--- config.mk ---
export PLATFORM = sky130hd
export DESIGN_NAME = mips_div
export DESIGN_NICKNAME = d
export VERILOG_FILES = /design/src/rtl/div_pkg.sv /design/src/rtl/div_step.sv /design/src/rtl/mips_div.sv
export SDC_FILE = /design/constraint.sdc
export NUM_CORES = 1
export LEC_CHECK = 0
export CORE_ASPECT_RATIO = 1.4
export CORE_MARGIN = 8
export CORE_UTILIZATION = 57
export CTS_BUF_LIST = sky130_fd_sc_hd__clkbuf_16
export CTS_CLUSTER_SIZE = 14
export DETAILED_ROUTE_END_ITERATION = 8
export PLACE_DENSITY = 0.81
export RECOVER_POWER = 50
export SLEW_MARGIN = 10
export SYNTH_ARGS = -nofsm -noshare
export SYNTH_HDL_FRONTEND = slang
export SYNTH_SLANG_ARGS = --single-unit
--- constraint.sdc ---
create_clock -name CLK -period 5 [get_ports CLK]
set_input_delay 1.25 -clock CLK [delete_from_list [all_inputs] [get_ports CLK]]
set_output_delay 1.25 -clock CLK [all_outputs]
set_load 0.1 [all_outputs]
--- src/rtl/div_pkg.sv ---
// Shared types and sizing for the iterative MIPS DIV/DIVU unit.
package div_pkg;

    localparam int unsigned DIV_WIDTH = 32;
    localparam int unsigned DIV_CNT_W = $clog2(DIV_WIDTH) + 1;

    typedef enum logic [1:0] {
        IDLE,
        CALC,
        FIX,
        FINISH
    } div_state_t;

endpackage

--- src/rtl/div_step.sv ---
// One restoring-division step: (WIDTH+1)-bit trial subtract of the divisor
// from the shifted partial remainder.
module div_step
    import div_pkg::*;
#(
    parameter int unsigned WIDTH = DIV_WIDTH
) (
    input  logic [WIDTH:0]   i_rem,
    input  logic [WIDTH-1:0] i_divisor,
    output logic [WIDTH-1:0] o_rem_c,
    output logic             o_qbit_c
);

    logic [WIDTH:0] w_trial;

    // A restored remainder is always below the divisor, so WIDTH bits hold it.
    assign w_trial  = i_rem - {1'b0, i_divisor};
    assign o_qbit_c = ~w_trial[WIDTH];
    assign o_rem_c  = o_qbit_c ? w_trial[WIDTH-1:0] : i_rem[WIDTH-1:0];

endmodule

--- src/rtl/mips_div.sv ---
// Iterative radix-2 restoring divider for DIV/DIVU with START/BUSY/DONE
// handshake; quotient goes to LO, remainder to HI.
module mips_div
    import div_pkg::*;
#(
    parameter int unsigned WIDTH = DIV_WIDTH
) (
    input  logic             CLK,
    input  logic             RST,
    input  logic             START,
    input  logic             SIGNED_DIV,
    input  logic [WIDTH-1:0] DIVIDEND,
    input  logic [WIDTH-1:0] DIVISOR,
    input  logic             CANCEL,
    output logic             BUSY,
    output logic             DONE,
    output logic [WIDTH-1:0] QUOTIENT,
    output logic [WIDTH-1:0] REMAINDER,
    output logic             DIV_ZERO
);

    localparam int unsigned CNT_W = $clog2(WIDTH) + 1;

    div_state_t       r_state;
    logic [CNT_W-1:0] r_cnt;
    logic [WIDTH-1:0] r_rem;
    logic [WIDTH-1:0] r_quo;
    logic [WIDTH-1:0] r_dvsr;
    logic             r_qsign;
    logic             r_rsign;
    logic             r_dz;

    logic             w_dvd_neg;
    logic             w_dvs_neg;
    logic [WIDTH-1:0] w_dvd_mag;
    logic [WIDTH-1:0] w_dvs_mag;
    logic [WIDTH:0]   w_rem_shift;
    logic [WIDTH-1:0] w_rem_next;
    logic             w_qbit;

    assign w_dvd_neg = SIGNED_DIV & DIVIDEND[WIDTH-1];
    assign w_dvs_neg = SIGNED_DIV & DIVISOR[WIDTH-1];
    assign w_dvd_mag = w_dvd_neg ? -DIVIDEND : DIVIDEND;
    assign w_dvs_mag = w_dvs_neg ? -DIVISOR : DIVISOR;

    // r_quo starts as the dividend magnitude and shifts quotient bits in at
    // the bottom while dividend bits leave at the top.
    assign w_rem_shift = {r_rem, r_quo[WIDTH-1]};

    div_step #(
        .WIDTH (WIDTH)
    ) u_step (
        .i_rem     (w_rem_shift),
        .i_divisor (r_dvsr),
        .o_rem_c   (w_rem_next),
        .o_qbit_c  (w_qbit)
    );

    always_ff @(posedge CLK) begin
        if (RST) begin
            r_state   <= IDLE;
            r_cnt     <= '0;
            r_rem     <= '0;
            r_quo     <= '0;
            r_dvsr    <= '0;
            r_qsign   <= 1'b0;
            r_rsign   <= 1'b0;
            r_dz      <= 1'b0;
            BUSY      <= 1'b0;
            DONE      <= 1'b0;
            QUOTIENT  <= '0;
            REMAINDER <= '0;
            DIV_ZERO  <= 1'b0;
        end else if (CANCEL && (r_state != IDLE)) begin
            // Abort: results from the previous operation stay visible.
            r_state <= IDLE;
            BUSY    <= 1'b0;
            DONE    <= 1'b0;
        end else begin
            case (r_state)
                IDLE: begin
                    DONE <= 1'b0;
                    if (START) begin
                        BUSY    <= 1'b1;
                        r_qsign <= w_dvd_neg ^ w_dvs_neg;
                        r_rsign <= w_dvd_neg;
                        r_dvsr  <= w_dvs_mag;
                        r_rem   <= '0;
                        r_cnt   <= '0;
                        if (DIVISOR == '0) begin
                            r_dz    <= 1'b1;
                            r_quo   <= DIVIDEND;
                            r_state <= FIX;
                        end else begin
                            r_dz    <= 1'b0;
                            r_quo   <= w_dvd_mag;
                            r_state <= CALC;
                        end
                    end
                end
                CALC: begin
                    r_rem <= w_rem_next;
                    r_quo <= {r_quo[WIDTH-2:0], w_qbit};
                    r_cnt <= r_cnt + CNT_W'(1);
                    if (r_cnt == CNT_W'(WIDTH - 1)) begin
                        r_state <= FIX;
                    end
                end
                FIX: begin
                    // Divide-by-zero leaves the raw dividend in r_quo.
                    if (r_dz) begin
                        QUOTIENT  <= '1;
                        REMAINDER <= r_quo;
                    end else begin
                        QUOTIENT  <= r_qsign ? -r_quo : r_quo;
                        REMAINDER <= r_rsign ? -r_rem : r_rem;
                    end
                    DIV_ZERO <= r_dz;
                    DONE     <= 1'b1;
                    r_state  <= FINISH;
                end
                FINISH: begin
                    DONE    <= 1'b0;
                    BUSY    <= 1'b0;
                    r_state <= IDLE;
                end
                default: begin
                    r_state <= IDLE;
                end
            endcase
        end
    end

endmodule

==> Flow_metrics.wiki, run 1 <==
{| class="wikitable"
! Metric !! Value
|-
| Global routing usage summed across all routing layers || 24.39%
|-
| Global placer's final weighted congestion || 0.9023
|-
| Worst setup skew after layout || 0.009326 ns
|-
| Number of cells on the worst reg-to-reg path || 13
|-
| Final HPWL from detailed placement || 22690 µm
|-
| Final hold viol count || 0
|-
| Fraction of the yosys area taken by sequential cells || 31.01%
|-
| Slowest Stage Delay on Critical Path || 0.50 ns
|-
| Final-stage net count || 1644
|-
| Yosys warning count || 0
|-
| Die width || 134.6 µm
|-
| Worst skew pair latency || 0.44 ns
|-
| Count of port buffers added during placement || 135
|-
| Proportion of layout cells with a drive suffix above 1 || 4.466%
|-
| Routed wire length per instance || 16.80 µm
|-
| Sequence of cells on the critical path || clkdlybuf4s50_1 > inv_1 > ha_1 > or3b_2 > nor3_1 > and4_4 > nand2_2 > or3_1 > and3_1 > o21ai_0 > xor2_1 > o22ai_1
|-
| Violations in the final reports || max-capacitance violations, max-slew violations
|-
| Number of pins exceeding their max-slew limit in the final report || 62
|-
| Leading cell type in the layout, fill and taps excluded || sky130_fd_sc_hd__dfxtp_1
|-
| Clock input transition at the sequential cells of the worst setup and hold paths || 0.06 ns
|-
| Placed inst area || 12630 µm²
|-
| Worst path depth || 12
|-
| Floorplan Core Area || 19620 µm²
|-
| Number of clock sinks || 174
|-
| Crit Path Category || input port to register
|-
| Slowest stage cell, crit path || sky130_fd_sc_hd__and3_1
|-
| Number of register bits inferred by synthesis || 174
|-
| Shortest period the worst path allows || 4.366 ns
|-
| Yosys top cell by area || sky130_fd_sc_hd__dfxtp_1
|-
| Endpoint required time on the critical path || 5.19 ns
|-
| Post-synthesis average cell area || 7.698 µm²
|-
| Result of the run || finished with violations
|-
| Die Y-Extent || 182.1 µm
|-
| Crit path capture type || register
|-
| Cell types with the largest area share after synthesis || sky130_fd_sc_hd__dfxtp_1, sky130_fd_sc_hd__xor2_1, sky130_fd_sc_hd__nand2_1, sky130_fd_sc_hd__a21oi_1, sky130_fd_sc_hd__ha_1
|-
| Arrival time at the worst endpoint || 4.56 ns
|-
| Normalized max-slew margin || -78.46%
|-
| Post-CTS sizing || 0
|-
| Power per Cell Area || 462.0 nW/µm²
|-
| Antenna Cells || 0
|-
| Number of ports placed on the die boundary || 136
|-
| Transition at the pin with the smallest max-transition slack || 2.677 ns
|-
| Detailed-route wire length || 30190 µm
|-
| Number of DRC markers in iteration 0 || 853
|-
| Antenna-violating nets left || 0
|-
| Top-area cell type share of the netlist area || 31.01%
|-
| Hold Path Class || register to register
|-
| Final hold slack || 0.4541 ns
|-
| Number of buffers added for setup after CTS || 0
|-
| Synth cell types || 66
|-
| CTS tree || yes
|-
| Cts-stage hold buffer count || 0
|-
| Via count normalized by instance count || 5.949
|-
| Commonest cells after routing, fill and taps aside || sky130_fd_sc_hd__dfxtp_1, sky130_fd_sc_hd__nand2_1, sky130_fd_sc_hd__nor2_1, sky130_fd_sc_hd__a21oi_1, sky130_fd_sc_hd__o21ai_0
|-
| Number of stages on the worst hold path || 2
|-
| Global-route congestion overflow total || 0
|-
| Crit path buf inv count || 2
|-
| Netlist area before placement || 11230 µm²
|-
| Htree depth || 4
|-
| # rows || 61
|-
| Maximum number of pins on one net before global-route repair || 66
|-
| Most instantiated flip-flop cell in the synthesis netlist || sky130_fd_sc_hd__dfxtp_1
|-
| Number of buffers created by CTS || 17
|-
| Total via count after detailed routing || 10690
|-
| Leakage power total || 5.167 nW
|-
| Starting utilization of the core area || 57.26%
|-
| CP top delay family || simple AND/OR/NAND/NOR gates
|-
| Unrepaired setup endpoints after global routing || no
|-
| Number of antenna violations at the first check in global routing || 0
|-
| Critical path launch point type || input port
|-
| Number of flops mapped to enable cells by yosys || 0
|-
| Wire length of the first global-routing pass || 49750 µm
|-
| Final routed DRC violation total || 0
|-
| Non-Filler Cell Area, Final || 13200 µm²
|-
| Final number of setup-violating endpoints || 0
|-
| Post-synth net total || 1571
|-
| Period utilisation layout || 87.32%
|-
| Number of global-route vias before repair || 10350
|-
| Number of standard cells after synthesis || 1459
|-
| FMAX || 229.0 MHz
|-
| Number of maximum-capacitance violations || 1
|-
| Worst IR drop on VDD || 0.2521 mV
|-
| Clock Path Buffers || 2
|-
| CP Max Fanout || 23
|-
| Total iterations of the first detailed-routing run || 5
|-
| Root cell of the clock tree || sky130_fd_sc_hd__clkbuf_16
|-
| Synth-to-Final Area Change || 17.48%
|-
| Async S/R FF share, synth || 0%
|-
| Total Neg Setup Slack || 0 ns
|-
| Total die area || 24520 µm²
|}
[power by group]
group	internal, W	switching, W	total, W
clock	0.000732	0.000571	0.00130
sequential	0.00165	0.000245	0.00190
combinational	0.000874	0.00202	0.00289
[kinds of logic after synthesis]
kind of cell	after synthesis	share of synthesized area [%]
simple gates	474	19.76
compound gates	440	24.60
flops	174	31.01
xor+xnor	145	11.31
buf+inv	145	5.080
fa+ha+maj	43	4.857
mux	38	3.386
[Yosys cell counts (all sizes together) (5+ instances only)]
cell type,instances
ha,42
nand2b,11
nor2,130
o31ai,26
a311oi,6
clkbuf,84
or3,26
o21ai,107
a21o,24
xor2,100
a31oi,9
mux2i,38
nor4,12
nand2,173
and3,33
and2,5
nand4,7
o41ai,15
nand3,23
a21oi,126
or2,7
inv,49
buf,12
a211oi,57
o22ai,31
o211ai,10
nor3,19
nor2b,7
xnor2,45
or4,12
dfxtp,174
[worst reg2reg max path: cells and delay by family, from the launching register on]
family | cells | cell delay [ns]
buf+inv | 2 | 0.43
fa+ha+maj | 2 | 0.70
mux | 1 | 0.11
simple gates | 2 | 0.34
compound gates | 6 | 1.81
flops | 1 | 0.37
[sequential cells by signal, indices dropped and copies added (netlist names)]
register   cells
BUSY           1
DIV_ZERO       1
DONE           1
QUOTIENT      32
REMAINDER     32
r_cnt          6
r_dvsr        32
r_dz           1
r_qsign        1
r_quo         32
r_rem         32
r_rsign        1
r_state        2
[worst paths after layout]
kind / start / to / slack [ns]
setup / recovery: DIVISOR[0] / r_quo[24]$_SDFFE_PP0P_ / 0.63
hold / removal: REMAINDER[28]$_SDFFE_PP0P_ / REMAINDER[28]$_SDFFE_PP0P_ / 0.45
setup reg to reg: r_quo[31]$_SDFFE_PP0P_ / r_rem[29]$_SDFFE_PP0P_ / 1.13
hold reg to reg: REMAINDER[28]$_SDFFE_PP0P_ / REMAINDER[28]$_SDFFE_PP0P_ / 0.45
[per-layer routing]
metal / part of all wire (%) / vias up / global-route usage, %
met4: 3.6 / 0 / 10.91
met3: 4.5 / 80 / 3.275
met5: 0 / - / 0
li1: - / 5356 / -
met2: 50 / 338 / 43.39
met1: 42 / 4917 / 28.23
[final cells by class]
class                   count  area (µm²)
multi-input cells        1140        7182
fillers                  1668        6420
flip-flops and latches    174        3485
repair buffers            150        1455
clock buffers              17       425.4
well taps                 252       315.3
inverters                  49       183.9
clock inverters            15       148.9
[metrics by stage]
| stage | total power (W) | utilization, % | setup slack, ns | instances |
|---|---|---|---|---|
| 6_report | 0.006097 | 67.27 | 0.6341 | 1797 |
| 2_1_floorplan | 0.004115 | - | 1.120 | 1459 |
| 4_1_cts | 0.006129 | 67.33 | 0.7480 | 1797 |
| 3_3_place_gp | 0.004780 | 64.40 | 0.4072 | 1765 |
| 5_1_grt | 0.006436 | 67.27 | 0.4934 | 1797 |
| 3_5_place_dp | 0.004831 | 64.40 | 0.3102 | 1765 |
Note: power is estimated with default switching activity, not from simulation.
==> run 2, diff against run 1 <==
CORE_MARGIN = 2   (was 8)
==> run 2 against run 1 <==
The flow still finishes with violations (max-capacitance violations, max-slew violations). Sequential share of layout area hardly changed. Critical path type unchanged. Critical path depth stayed put. Clock power rose by 5%.
==> Flow_metrics.wiki, run 2 (synthesis gave the netlist of run 1 again) <==
{| class="wikitable"
! Metric !! Value
|-
| Slowest stage cell, crit path || sky130_fd_sc_hd__and3_1
|-
| Clock input transition at the sequential cells of the worst setup and hold paths || 0.07 ns (about the same)
|-
| Number of ports placed on the die boundary || 136 (unchanged)
|-
| Number of clock sinks || 174 (unchanged)
|-
| Number of DRC markers in iteration 0 || 731 (-14%)
|-
| Transition at the pin with the smallest max-transition slack || 3.024 ns (+0.3468 ns)
|-
| Total via count after detailed routing || 10850 (+1.4%)
|-
| Final-stage net count || 1643 (-0.061%)
|-
| Htree depth || 4 (unchanged)
|-
| Post-route insts no fill || 1792 (-0.28%)
|-
| Commonest cells after routing, fill and taps aside || sky130_fd_sc_hd__dfxtp_1, sky130_fd_sc_hd__nand2_1, sky130_fd_sc_hd__nor2_1, sky130_fd_sc_hd__a21oi_1, sky130_fd_sc_hd__o21ai_0
|-
| Wire length of the first global-routing pass || 48560 µm (-2.4%)
|-
| Normalized max-slew margin || -101.6% (-23 points)
|-
| Worst setup skew after layout || 0.008297 ns (-0.001029 ns)
|-
| Routed wire length per instance || 16.67 µm (-0.75%)
|-
| Number of buffers added for setup after CTS || 0 (unchanged)
|-
| Crit path buf inv count || 2 (unchanged)
|-
| Global-route congestion overflow total || 0 (unchanged)
|-
| Highest layer used for signal routing || met4
|-
| Proportion of layout cells with a drive suffix above 1 || 4.016% (-0.45 points)
|-
| Violations in the final reports || max-capacitance violations, max-slew violations
|-
| Total Neg Setup Slack || 0 ns (unchanged)
|-
| Crit Path Category || input port to register
|-
| Worst IR drop on VDD || 0.2667 mV (+5.8%)
|-
| Power Internal || 0.003319 W (+1.8%)
|-
| Critical path launch point type || input port
|-
| Setup crit start || DIVISOR[0]
|-
| Sw Ratio || 46.15% (-0.38 points)
|-
| Antenna Cells || 0 (unchanged)
|-
| # rows || 60 (-1.6%)
|-
| Number of buffers created by CTS || 17 (unchanged)
|-
| Result of the run || finished with violations
|-
| Die width || 122.6 µm (-8.9%)
|-
| CTS tree || yes
|-
| Endpoint required time on the critical path || 5.19 ns (about the same)
|-
| Total die area || 20860 µm² (-15%)
|-
| Start of the worst register-to-register path || r_quo[31]$_SDFFE_PP0P_
|-
| Destination of the worst register-to-register timing path || r_rem[29]$_SDFFE_PP0P_
|-
| Cts-stage hold buffer count || 0 (unchanged)
|-
| Shortest period the worst path allows || 4.452 ns (+0.08610 ns)
|-
| Root cell of the clock tree || sky130_fd_sc_hd__clkbuf_16
|-
| Clock Power Share || 22.1% (+0.7 points)
|-
| Arrival time at the worst endpoint || 4.64 ns (+0.08 ns)
|-
| Number of antenna violations at the first check in global routing || 0 (unchanged)
|-
| Final routed DRC violation total || 0 (unchanged)
|-
| Critical Path Sink || r_quo[27]$_SDFFE_PP0P_
|-
| Routed metal-1 wirelength || 12030 µm (-5.0%)
|-
| Slowest Stage Delay on Critical Path || 0.53 ns (+0.03 ns)
|-
| Antenna-violating nets left || 0 (unchanged)
|-
| Sequential fraction of design power || 30.9% (-0.3 points)
|-
| Floorplan Core Area || 19290 µm² (-1.6%)
|-
| Worst path depth || 12 (unchanged)
|-
| Number of cells on the worst reg-to-reg path || 13 (unchanged)
|-
| Worst skew pair latency || 0.44 ns (about the same)
|-
| Worst R2R Setup Slack || 0.91 ns (-0.22 ns)
|-
| Maximum number of pins on one net before global-route repair || 73 (+11%)
|-
| Wire length on met3 || 1451 µm (+6.2%)
|-
| Final HPWL from detailed placement || 22030 µm (-2.9%)
|-
| Leading cell type in the layout, fill and taps excluded || sky130_fd_sc_hd__dfxtp_1
|-
| Logic pwr share || 47.0% (-0.5 points)
|-
| Final hold viol count || 0 (unchanged)
|-
| Hold Path Class || register to register
|-
| Die Y-Extent || 170.1 µm (-6.6%)
|-
| Unrepaired setup endpoints after global routing || no
|-
| CP top delay family || simple AND/OR/NAND/NOR gates
|-
| Count of port buffers added during placement || 135 (unchanged)
|-
| Power per Cell Area || 467.4 nW/µm² (+1.2%)
|-
| DP Cell Count || 1760 (-0.28%)
|-
| Global placer's final weighted congestion || 0.9154 (+1.5%)
|-
| Final number of setup-violating endpoints || 0 (unchanged)
|-
| Final hold slack || 0.4555 ns (+0.001431 ns)
|-
| Clock Path Buffers || 2 (unchanged)
|-
| Number of global-route vias before repair || 10300 (-0.43%)
|-
| Switching Power || 0.002844 W (+0.26%)
|-
| Number of pins exceeding their max-slew limit in the final report || 208 (+240%)
|-
| Starting utilization of the core area || 58.22% (+0.95 points)
|-
| Sequence of cells on the critical path || clkdlybuf4s50_1 > inv_1 > ha_1 > or3b_2 > nor3_1 > and4_4 > nand2_2 > or3_1 > and3_1 > o21ai_0 > xor2_1 > o22ai_1
|-
| FMAX || 224.6 MHz (-1.9%)
|-
| Crit path capture type || register
|-
| Util after Layout || 68.33% (+1.1 points)
|-
| Leakage power total || 5.150 nW (-0.33%)
|-
| CP Max Fanout || 23 (unchanged)
|-
| Total iterations of the first detailed-routing run || 8 (+3)
|-
| Period utilisation layout || 89.04% (+1.7 points)
|-
| Synth-to-Final Area Change || 17.38% (about the same)
|-
| Number of maximum-capacitance violations || 4 (+3)
|-
| Detailed-route wire length || 29880 µm (-1.0%)
|-
| Via count normalized by instance count || 6.052 (+1.7%)
|-
| Post-CTS sizing || 0 (unchanged)
|-
| Global routing usage summed across all routing layers || 28.75% (+4.4 points)
|-
| DR WL met2 || 15350 µm (+1.9%)
|}
## run 2: area by class of cell
type / count / area, µm²
Clock buffer: 17 / 425.4
Clock inverter: 15 / 171.4
Fill cell: 1654 / 6110
Inverter: 49 / 183.9
Multi-Input combinational cell: 1140 / 7176
Sequential cell: 174 / 3485
Tap cell: 248 / 310.3
Timing Repair Buffer: 149 / 1433
## run 2: worst min-delay path by stage
stage	from	endpoint	slack (ns)	depth (start not counted)
6_report	r_dvsr[31]$_SDFFE_PP0P_	r_dvsr[31]$_SDFFE_PP0P_	0.46	2
4_1_cts	r_dvsr[31]$_SDFFE_PP0P_	r_dvsr[31]$_SDFFE_PP0P_	0.46	2
3_3_place_gp	r_dvsr[31]$_SDFFE_PP0P_	r_dvsr[31]$_SDFFE_PP0P_	0.44	2
5_1_grt	r_dvsr[31]$_SDFFE_PP0P_	r_dvsr[31]$_SDFFE_PP0P_	0.47	2
3_5_place_dp	r_dvsr[31]$_SDFFE_PP0P_	r_dvsr[31]$_SDFFE_PP0P_	0.45	2
2_1_floorplan	r_dvsr[31]$_SDFFE_PP0P_	r_dvsr[31]$_SDFFE_PP0P_	0.43	2
## run 2: stage by stage
stage,power (W),worst slack (ns),area [µm²]
floorplan,0.004115,1.120,11230
global placement,0.004765,0.3550,12620
detailed placement,0.004822,0.2092,12620
CTS,0.006173,0.6704,13220
global route,0.006486,0.3126,13180
finish,0.006162,0.5480,13180
## run 2: power by group through the flow
stage	clock [W]	sequential [W]	combinational (W)
floorplan	0	0.00267	0.00145
global placement	0	0.00192	0.00285
detailed placement	0	0.00193	0.00289
CTS	0.00137	0.00190	0.00291
global route	0.00143	0.00194	0.00312
finish	0.00136	0.00191	0.00289
## run 2: metal layers
layer | vias to the layer above | track usage (%)
met1 | 5045 | 32.96
li1 | 5338 | -
met5 | - | 0
met4 | 0 | 12.69
met3 | 84 | 3.854
met2 | 379 | 52.34
## run 2: worst register-to-register path, stage by stage, from the launching register on
cell,delay (ns)
sky130_fd_sc_hd__dfxtp_1,0.39
sky130_fd_sc_hd__inv_1,0.16
sky130_fd_sc_hd__ha_1,0.28
sky130_fd_sc_hd__fa_1,0.40
sky130_fd_sc_hd__nand2b_1,0.19
sky130_fd_sc_hd__a21o_1,0.20
sky130_fd_sc_hd__a311o_1,0.37
sky130_fd_sc_hd__o211ai_1,0.48
sky130_fd_sc_hd__a21oi_1,0.23
sky130_fd_sc_hd__o211a_1,0.50
sky130_fd_sc_hd__buf_4,0.33
sky130_fd_sc_hd__nand3_1,0.10
sky130_fd_sc_hd__mux2i_1,0.09
sky130_fd_sc_hd__a211o_1,0.27
